--- src/rtl/regfile_sb.sv ---
// Register file with two combinational read ports, one write port, optional
// write-to-read bypass, optional hardwired zero register and a busy scoreboard.
module regfile_sb #(
    parameter int XLEN     = 64,
    parameter int AW       = 5,
    parameter bit BYPASS   = 1'b1,
    parameter bit ZERO_REG = 1'b1
) (
    input  logic            CLK,
    input  logic            RST_N,
    input  logic [AW-1:0]   Ra,
    input  logic [AW-1:0]   Rb,
    output logic [XLEN-1:0] Da,
    output logic [XLEN-1:0] Db,
    input  logic            WE,
    input  logic [AW-1:0]   Rw,
    input  logic [XLEN-1:0] Din,
    input  logic            ISSUE,
    input  logic [AW-1:0]   Rd,
    input  logic            FLUSH,
    output logic            BUSY_A,
    output logic            BUSY_B,
    output logic [AW:0]     NBUSY
);

    localparam int NREGS = 1 << AW;

    logic [XLEN-1:0]  regs [NREGS];
    logic [NREGS-1:0] busy;
    logic [NREGS-1:0] busy_nxt;

    logic wr_ok;
    logic issue_ok;
    logic zero_a;
    logic zero_b;
    logic fwd_a;
    logic fwd_b;

    // A write to r0 is discarded entirely when r0 is hardwired.
    assign wr_ok    = WE    && !(ZERO_REG && (Rw == '0));
    assign issue_ok = ISSUE && !(ZERO_REG && (Rd == '0));

    assign zero_a = ZERO_REG && (Ra == '0);
    assign zero_b = ZERO_REG && (Rb == '0);
    assign fwd_a  = BYPASS && wr_ok && (Rw == Ra);
    assign fwd_b  = BYPASS && wr_ok && (Rw == Rb);

    always_ff @(posedge CLK or negedge RST_N) begin
        if (!RST_N) begin
            for (int i = 0; i < NREGS; i++) begin
                regs[i] <= '0;
            end
        end else if (wr_ok) begin
            regs[Rw] <= Din;
        end
    end

    // Flush beats everything; a same-cycle issue beats the writeback clear
    // because the newly issued producer supersedes the completing one.
    always_comb begin
        busy_nxt = busy;
        if (FLUSH) begin
            busy_nxt = '0;
        end else begin
            if (WE) begin
                busy_nxt[Rw] = 1'b0;
            end
            if (issue_ok) begin
                busy_nxt[Rd] = 1'b1;
            end
        end
        if (ZERO_REG) begin
            busy_nxt[0] = 1'b0;
        end
    end

    always_ff @(posedge CLK or negedge RST_N) begin
        if (!RST_N) begin
            busy <= '0;
        end else begin
            busy <= busy_nxt;
        end
    end

    always_comb begin
        Da     = regs[Ra];
        BUSY_A = busy[Ra];
        if (zero_a) begin
            Da     = '0;
            BUSY_A = 1'b0;
        end else if (fwd_a) begin
            Da     = Din;
            BUSY_A = 1'b0;
        end
    end

    always_comb begin
        Db     = regs[Rb];
        BUSY_B = busy[Rb];
        if (zero_b) begin
            Db     = '0;
            BUSY_B = 1'b0;
        end else if (fwd_b) begin
            Db     = Din;
            BUSY_B = 1'b0;
        end
    end

    always_comb begin
        NBUSY = '0;
        for (int i = 0; i < NREGS; i++) begin
            NBUSY = NBUSY + (AW+1)'(busy[i]);
        end
    end

endmodule
--- config.mk ---
export PLATFORM = sky130hd
export DESIGN_NAME = regfile_sb
export DESIGN_NICKNAME = d
export VERILOG_FILES = /design/src/rtl/regfile_sb.sv
export SDC_FILE = /design/constraint.sdc
export NUM_CORES = 2
export LEC_CHECK = 0
export CAP_MARGIN = 25
export CORE_ASPECT_RATIO = 1.4
export CORE_MARGIN = 8
export CORE_UTILIZATION = 60
export DETAILED_ROUTE_END_ITERATION = 16
export PLACE_DENSITY = 0.85
export SLEW_MARGIN = 20
export SYNTH_ARGS = -nofsm -noshare
export SYNTH_HDL_FRONTEND = slang
export SYNTH_SLANG_ARGS = --single-unit
--- constraint.sdc ---
create_clock -name CLK -period 6.74 [get_ports CLK]
set_input_delay 0.674 -clock CLK [delete_from_list [all_inputs] [get_ports CLK]]
set_output_delay 0.674 -clock CLK [all_outputs]
set_load 0.01 [all_outputs]
Word level (Yosys, flattened, before mapping)
Index checks and enable logic that the tools add are counted.
Widths: inputs -> output; s select.
{"block": "word_totals", "word_cells": 123, "regBits": 2079, "in_bits": 89, "out_inout_bits": 136}
{"block": "op_classes", "reduce_logical": 13, "add_sub_neg": 30, "bitwise_logic": 6, "n_lt_le_gt_ge": 10, "mux": 29, "n_eq_ne": 2}
{"op": "$bwmux 2048", "n": 1}
{"op": "$bmux 64 s5", "n": 2}
{"op": "$mux 64", "n": 9}
{"op": "$demux 64 s5", "n": 1}
{"op": "$add 6x1->6", "n": 25}
{"op": "$mux 32", "n": 4}
{"op": "$and 32x32->32", "n": 1}
{"op": "$not 32->32", "n": 1}
{"op": "$or 32x32->32", "n": 1}
{"op": "$lt 5x6->1 const B", "n": 4}
{"op": "$logic_not 5->1", "n": 4}
{"op": "$ge 6x6->1 const B", "n": 3}
{"op": "$not 5->6", "n": 3}
{"op": "$bmux 1 s5", "n": 2}
{"op": "$demux 1 s5", "n": 2}
{"op": "$eq 5x5->1", "n": 2}
{"op": "$ge 5x1->1 const B", "n": 2}
{"op": "$mux 1", "n": 8}
{"op": "$logic_and 1x1->1", "n": 7}
{"op": "$add 5x1->6", "n": 1}
{"op": "$lt 6x1->1 const B", "n": 1}
{"op": "$add 4x1->5", "n": 1}
{"op": "$add 3x1->4", "n": 1}
{"op": "$add 2x1->3", "n": 1}
{"op": "2 further kinds", "n": 3}

Logic depth before layout (Yosys ltp)
{"block": "depth", "word_depth": 30, "ltp_mapped": 15, "mapped_depth_nobuf": 15}

Least setup slack after synthesis
Ideal clock, no wire load.
{"block": "synth_timing", "kind": "register to output", "from": "reg busy[24]", "to": "out NBUSY[4]", "stages_incl_launch_ff": 16, "setup_slack_ps": 1245, "required_ps": 6066, "path_buffers": 0, "t_arrival_ps": 4821, "cell_sequence": "dfrtp_1 > fa_1 > fa_1 > inv_1 > fa_1 > inv_1 > fa_1 > fa_1 > inv_1 > fa_1 > inv_1 > fa_1 > fa_1 > a21o_1 > a21oi_1 > xnor2_1"}
{"block": "synth_via", "elab_chain_cells": 8}
{"element": "start: declaration", "line_no": "29", "text": "logic [NREGS-1:0] busy;"}
{"element": "start signal: assignment", "line_no": "81", "text": "busy <= busy_nxt;"}
{"element": "$add 6x1->6 (8 in series)", "line_no": "112", "text": "NBUSY = NBUSY + (AW+1)'(busy[i]);"}
{"element": "end: declaration", "line_no": "23", "text": "output logic [AW:0] NBUSY"}
Every way passes these cells.

Final worst setup path
{"block": "layout_timing", "from": "reg busy[1]", "to": "out NBUSY[4]"}
{"block": "layout_via", "elab_chain_cells": 30}
{"element": "$add 1x1->2", "line_no": "112"}
{"element": "$add 2x1->3", "line_no": "112"}
{"element": "$add 3x1->4", "line_no": "112"}
{"element": "$add 4x1->5", "line_no": "112"}
{"element": "$add 5x1->6", "line_no": "112"}
{"element": "$add 6x1->6 (25 in series)", "line_no": "112"}
Every way passes these cells.

==> out/qor.yml <==
die_w_um: 383
grt_overflow: 0
hold_violations: 0
coreArea_um2: 187000
design_area_um2: 123000
fin_cells: 10200
synthCells: 7809
gp_congestion: 0.914
synth_flop_cell: "dfrtp_1"
final_common_cell: "dfrtp_1"
cts.path.max_buffers: 3
crit_fanout: 2
final_cell_mix: "2079 x dfrtp_1, 1958 x mux2_2, 835 x mux4_2, 448 x mux2i_1, 206 x clkbuf_16"
holdPathStages: 2
rr_worst_depth: 3
pwr-share-clk_pct: 32.4
async_flop_share_pct: 100
ys_seq_elements: 2079
rows: 188
r2r_start: "busy[1]$_DFF_PN0_"
min_from: "FLUSH"
routed_via_density: 7.64
nNetsFinal: 7700
crit_arrival_ns: 5.94
critPathRequiredTime_ns: 6.07
grt_max_degree: 177
finalWirelength_um: 373000
slew_headroom_pct: 18.0
fin_crit_ns: 6.61
yosysSeqAreaShare_pct: 46.1
r2r-end: "busy[1]$_DFF_PN0_"
synth_cell_types: 78
slew_viol_final: 0
slowest_delay_ns: 0.57
dr.pass1.iters: 7
p_sw_w: 0.0103
tightest_slew_ns: 1.23
crit_chain: "inv_1, fa_1, inv_1, fa_1, fa_1, fa_1, fa_1, inv_1, fa_1, inv_1, fa_2, fa_2, a21o_1, a21oi_2, xnor2_1, buf_2"
first_iter_violations: 11300
slowest_stage: "fa_1"
synth_edf_count: 0
fmax_mhz: 151
worst_slack_ns: 0.130
worst-r2r-setup-slack_ns: 5.79
ios: 225
timing.final.crit_share_pct: 98.1
grt_pass1_vias: 81800
power.density_nw_per_um2: 294
p_leak_nw: 53.6
switching_share_pct: 28.3
holdPathEnd: "busy[3]$_DFF_PN0_"
drc_errors: 0
htree_levels: 4
initial_utilization_pct: 60.3
hp-class: "primary input to flop"
antenna_found_initial: 51
vias: 78200
path_common_cell: "fa_1"
drive_above_1_share_pct: 44.8
outcome: "finished clean"
cts_buffers: 202
hpwl_um: 217000
rsz0062_at_grt: "yes"
cts.sinks: 2079
drtAntennaViolNets: 0
syn-cell-area_um2: 113000
cts_tree: "yes"
grtUsageTotal_pct: 36.2
wl_per_cell_um: 36.4
grt_pass1_wl_um: 546000
cap_violations: 0
dp_slack_ns: 0.531
place_area_um2: 116000
p_int_w: 0.0260
clk_pin_slew_ns: 0.07
die_h_um: 529
dp.cells: 9821
portBuffers: 224
vdd_drop_max_mv: 0.280
synth_area_per_cell_um2: 14.5
setup.worst_path.class: "flop to output pin"
seqPwrFrac_pct: 45.9
clockRootBuffer: "clkbuf_16"
syn_nets: 7928
setup_viol: 0
yosysWarningCount: 0
area_growth_pct: 9.30
pwr-share-comb_pct: 21.8
cp-end-kind: "output pin"
worst_setup_path_start_kind: "flop"
die-area_um2: 202000
clock_skew_ns: 0
clock_latency_ns: 0.87
## sequential cells by signal, indices dropped and copies added, names as in the netlist
signal  flops
busy       31
regs     2048
## cells in the mapped netlist, types with 29 or more instances
library cell | count | area share (%)
a21oi_1 | 121 | 0.54
a221oi_1 | 91 | 0.71
a22o_1 | 45 | 0.35
a22oi_1 | 84 | 0.56
a32o_1 | 42 | 0.37
buf_1 | 31 | 0.10
buf_2 | 305 | 1.4
buf_4 | 49 | 0.33
buf_6 | 62 | 0.62
clkbuf_1 | 433 | 1.4
dfrtp_1 | 2079 | 46
mux2_1 | 110 | 1.1
mux2_2 | 1958 | 20
mux2i_1 | 448 | 4.0
mux4_2 | 835 | 17
nand2_1 | 212 | 0.70
nand2b_1 | 29 | 0.16
nand3_1 | 31 | 0.14
nor2_1 | 130 | 0.43
nor2b_1 | 29 | 0.16
nor3_1 | 57 | 0.25
o21ai_0 | 116 | 0.51
o21ai_1 | 42 | 0.19
o221ai_1 | 69 | 0.54
o22ai_1 | 109 | 0.60
## layer usage
| metal | GRT usage (%) | share of wire, % |
|---|---|---|
| met5 | 0 | 0.053 |
| met2 | 53.7 | 45 |
| met1 | 44.6 | 34 |
| met4 | 23.6 | 7.5 |
| met3 | 13.5 | 14 |
## power groups by stage
stage	clock, W	combinational [W]	sequential [W]
2_1_floorplan	0	0.00565	0.0161
3_3_place_gp	0	0.00744	0.0164
3_5_place_dp	0	0.00772	0.0167
4_1_cts	0.0118	0.00781	0.0165
5_1_grt	0.0123	0.00830	0.0169
6_report	0.0118	0.00791	0.0167
## how the worst max path moves through the flow
stage | startpoint | endpoint | slack, ns | cells past startpoint
3_5_place_dp | busy[24]$_DFF_PN0_ | NBUSY[4] | 0.53 | 16
2_1_floorplan | busy[24]$_DFF_PN0_ | NBUSY[4] | 1.24 | 15
4_1_cts | busy[28]$_DFF_PN0_ | NBUSY[4] | 0.03 | 16
3_3_place_gp | busy[24]$_DFF_PN0_ | NBUSY[4] | 0.44 | 16
6_report | busy[1]$_DFF_PN0_ | NBUSY[4] | 0.13 | 16
5_1_grt | busy[2]$_DFF_PN0_ | NBUSY[4] | -0.04 | 16
## stage by stage
step | power, W | setup TNS, ns | hold slack (ns) | util [%]
floorplan | 0.0217 | 0 | 0.378 | -
global placement | 0.0238 | 0 | 0.377 | 62.0
detailed placement | 0.0244 | 0 | 0.382 | 62.1
CTS | 0.0361 | 0 | 0.289 | 65.7
global route | 0.0374 | -0.0442 | 0.333 | 65.9
finish | 0.0363 | 0 | 0.321 | 65.9
## what timing repair did
action / in CTS / in global routing
pin swaps: 1 / 2
buffers inserted: 4 / 1
gates resized for setup: 5 / 7
hold endpoints to repair: 114 / 0
hold buffers: 1 / 0
setup endpoints to repair: 5 / 5
## critical path, delay by kind of cell, from the launching register on
kind / cells / cell delay (ns)
xor gates and xnor gates: 1 / 0.12
AOI/OAI and AO/OA: 2 / 0.35
buffers and inverters: 5 / 0.39
DFF: 1 / 0.37
adders and majority gates: 8 / 3.81
## logic make-up (layout without fill, tap and decap cells)
kind of cell | count (synthesis) | after routing | share of synthesized area, %
buffers and inverters | 925 | 847 | 4.16
muxes | 3366 | 3366 | 41.6
other | 0 | 34 | 0
adders and majority gates | 30 | 30 | 0.485
and+or+nand+nor | 575 | 575 | 2.40
AOI/OAI and AO/OA | 821 | 821 | 5.16
DFF | 2079 | 2079 | 46.1
xor gates and xnor gates | 13 | 13 | 0.101
## final cells by class
type / count / area, um2
Fill cell: 12600 / 63900
Multi-Input combinational cell: 4805 / 56500
Sequential cell: 2079 / 52000
Clock buffer: 294 / 6030
Timing Repair Buffer: 463 / 4780
Tap cell: 2470 / 3090
Clock inverter: 60 / 744
Inverter: 30 / 118
Antenna cell: 34 / 85.1
(Power assumes the default switching activity.)
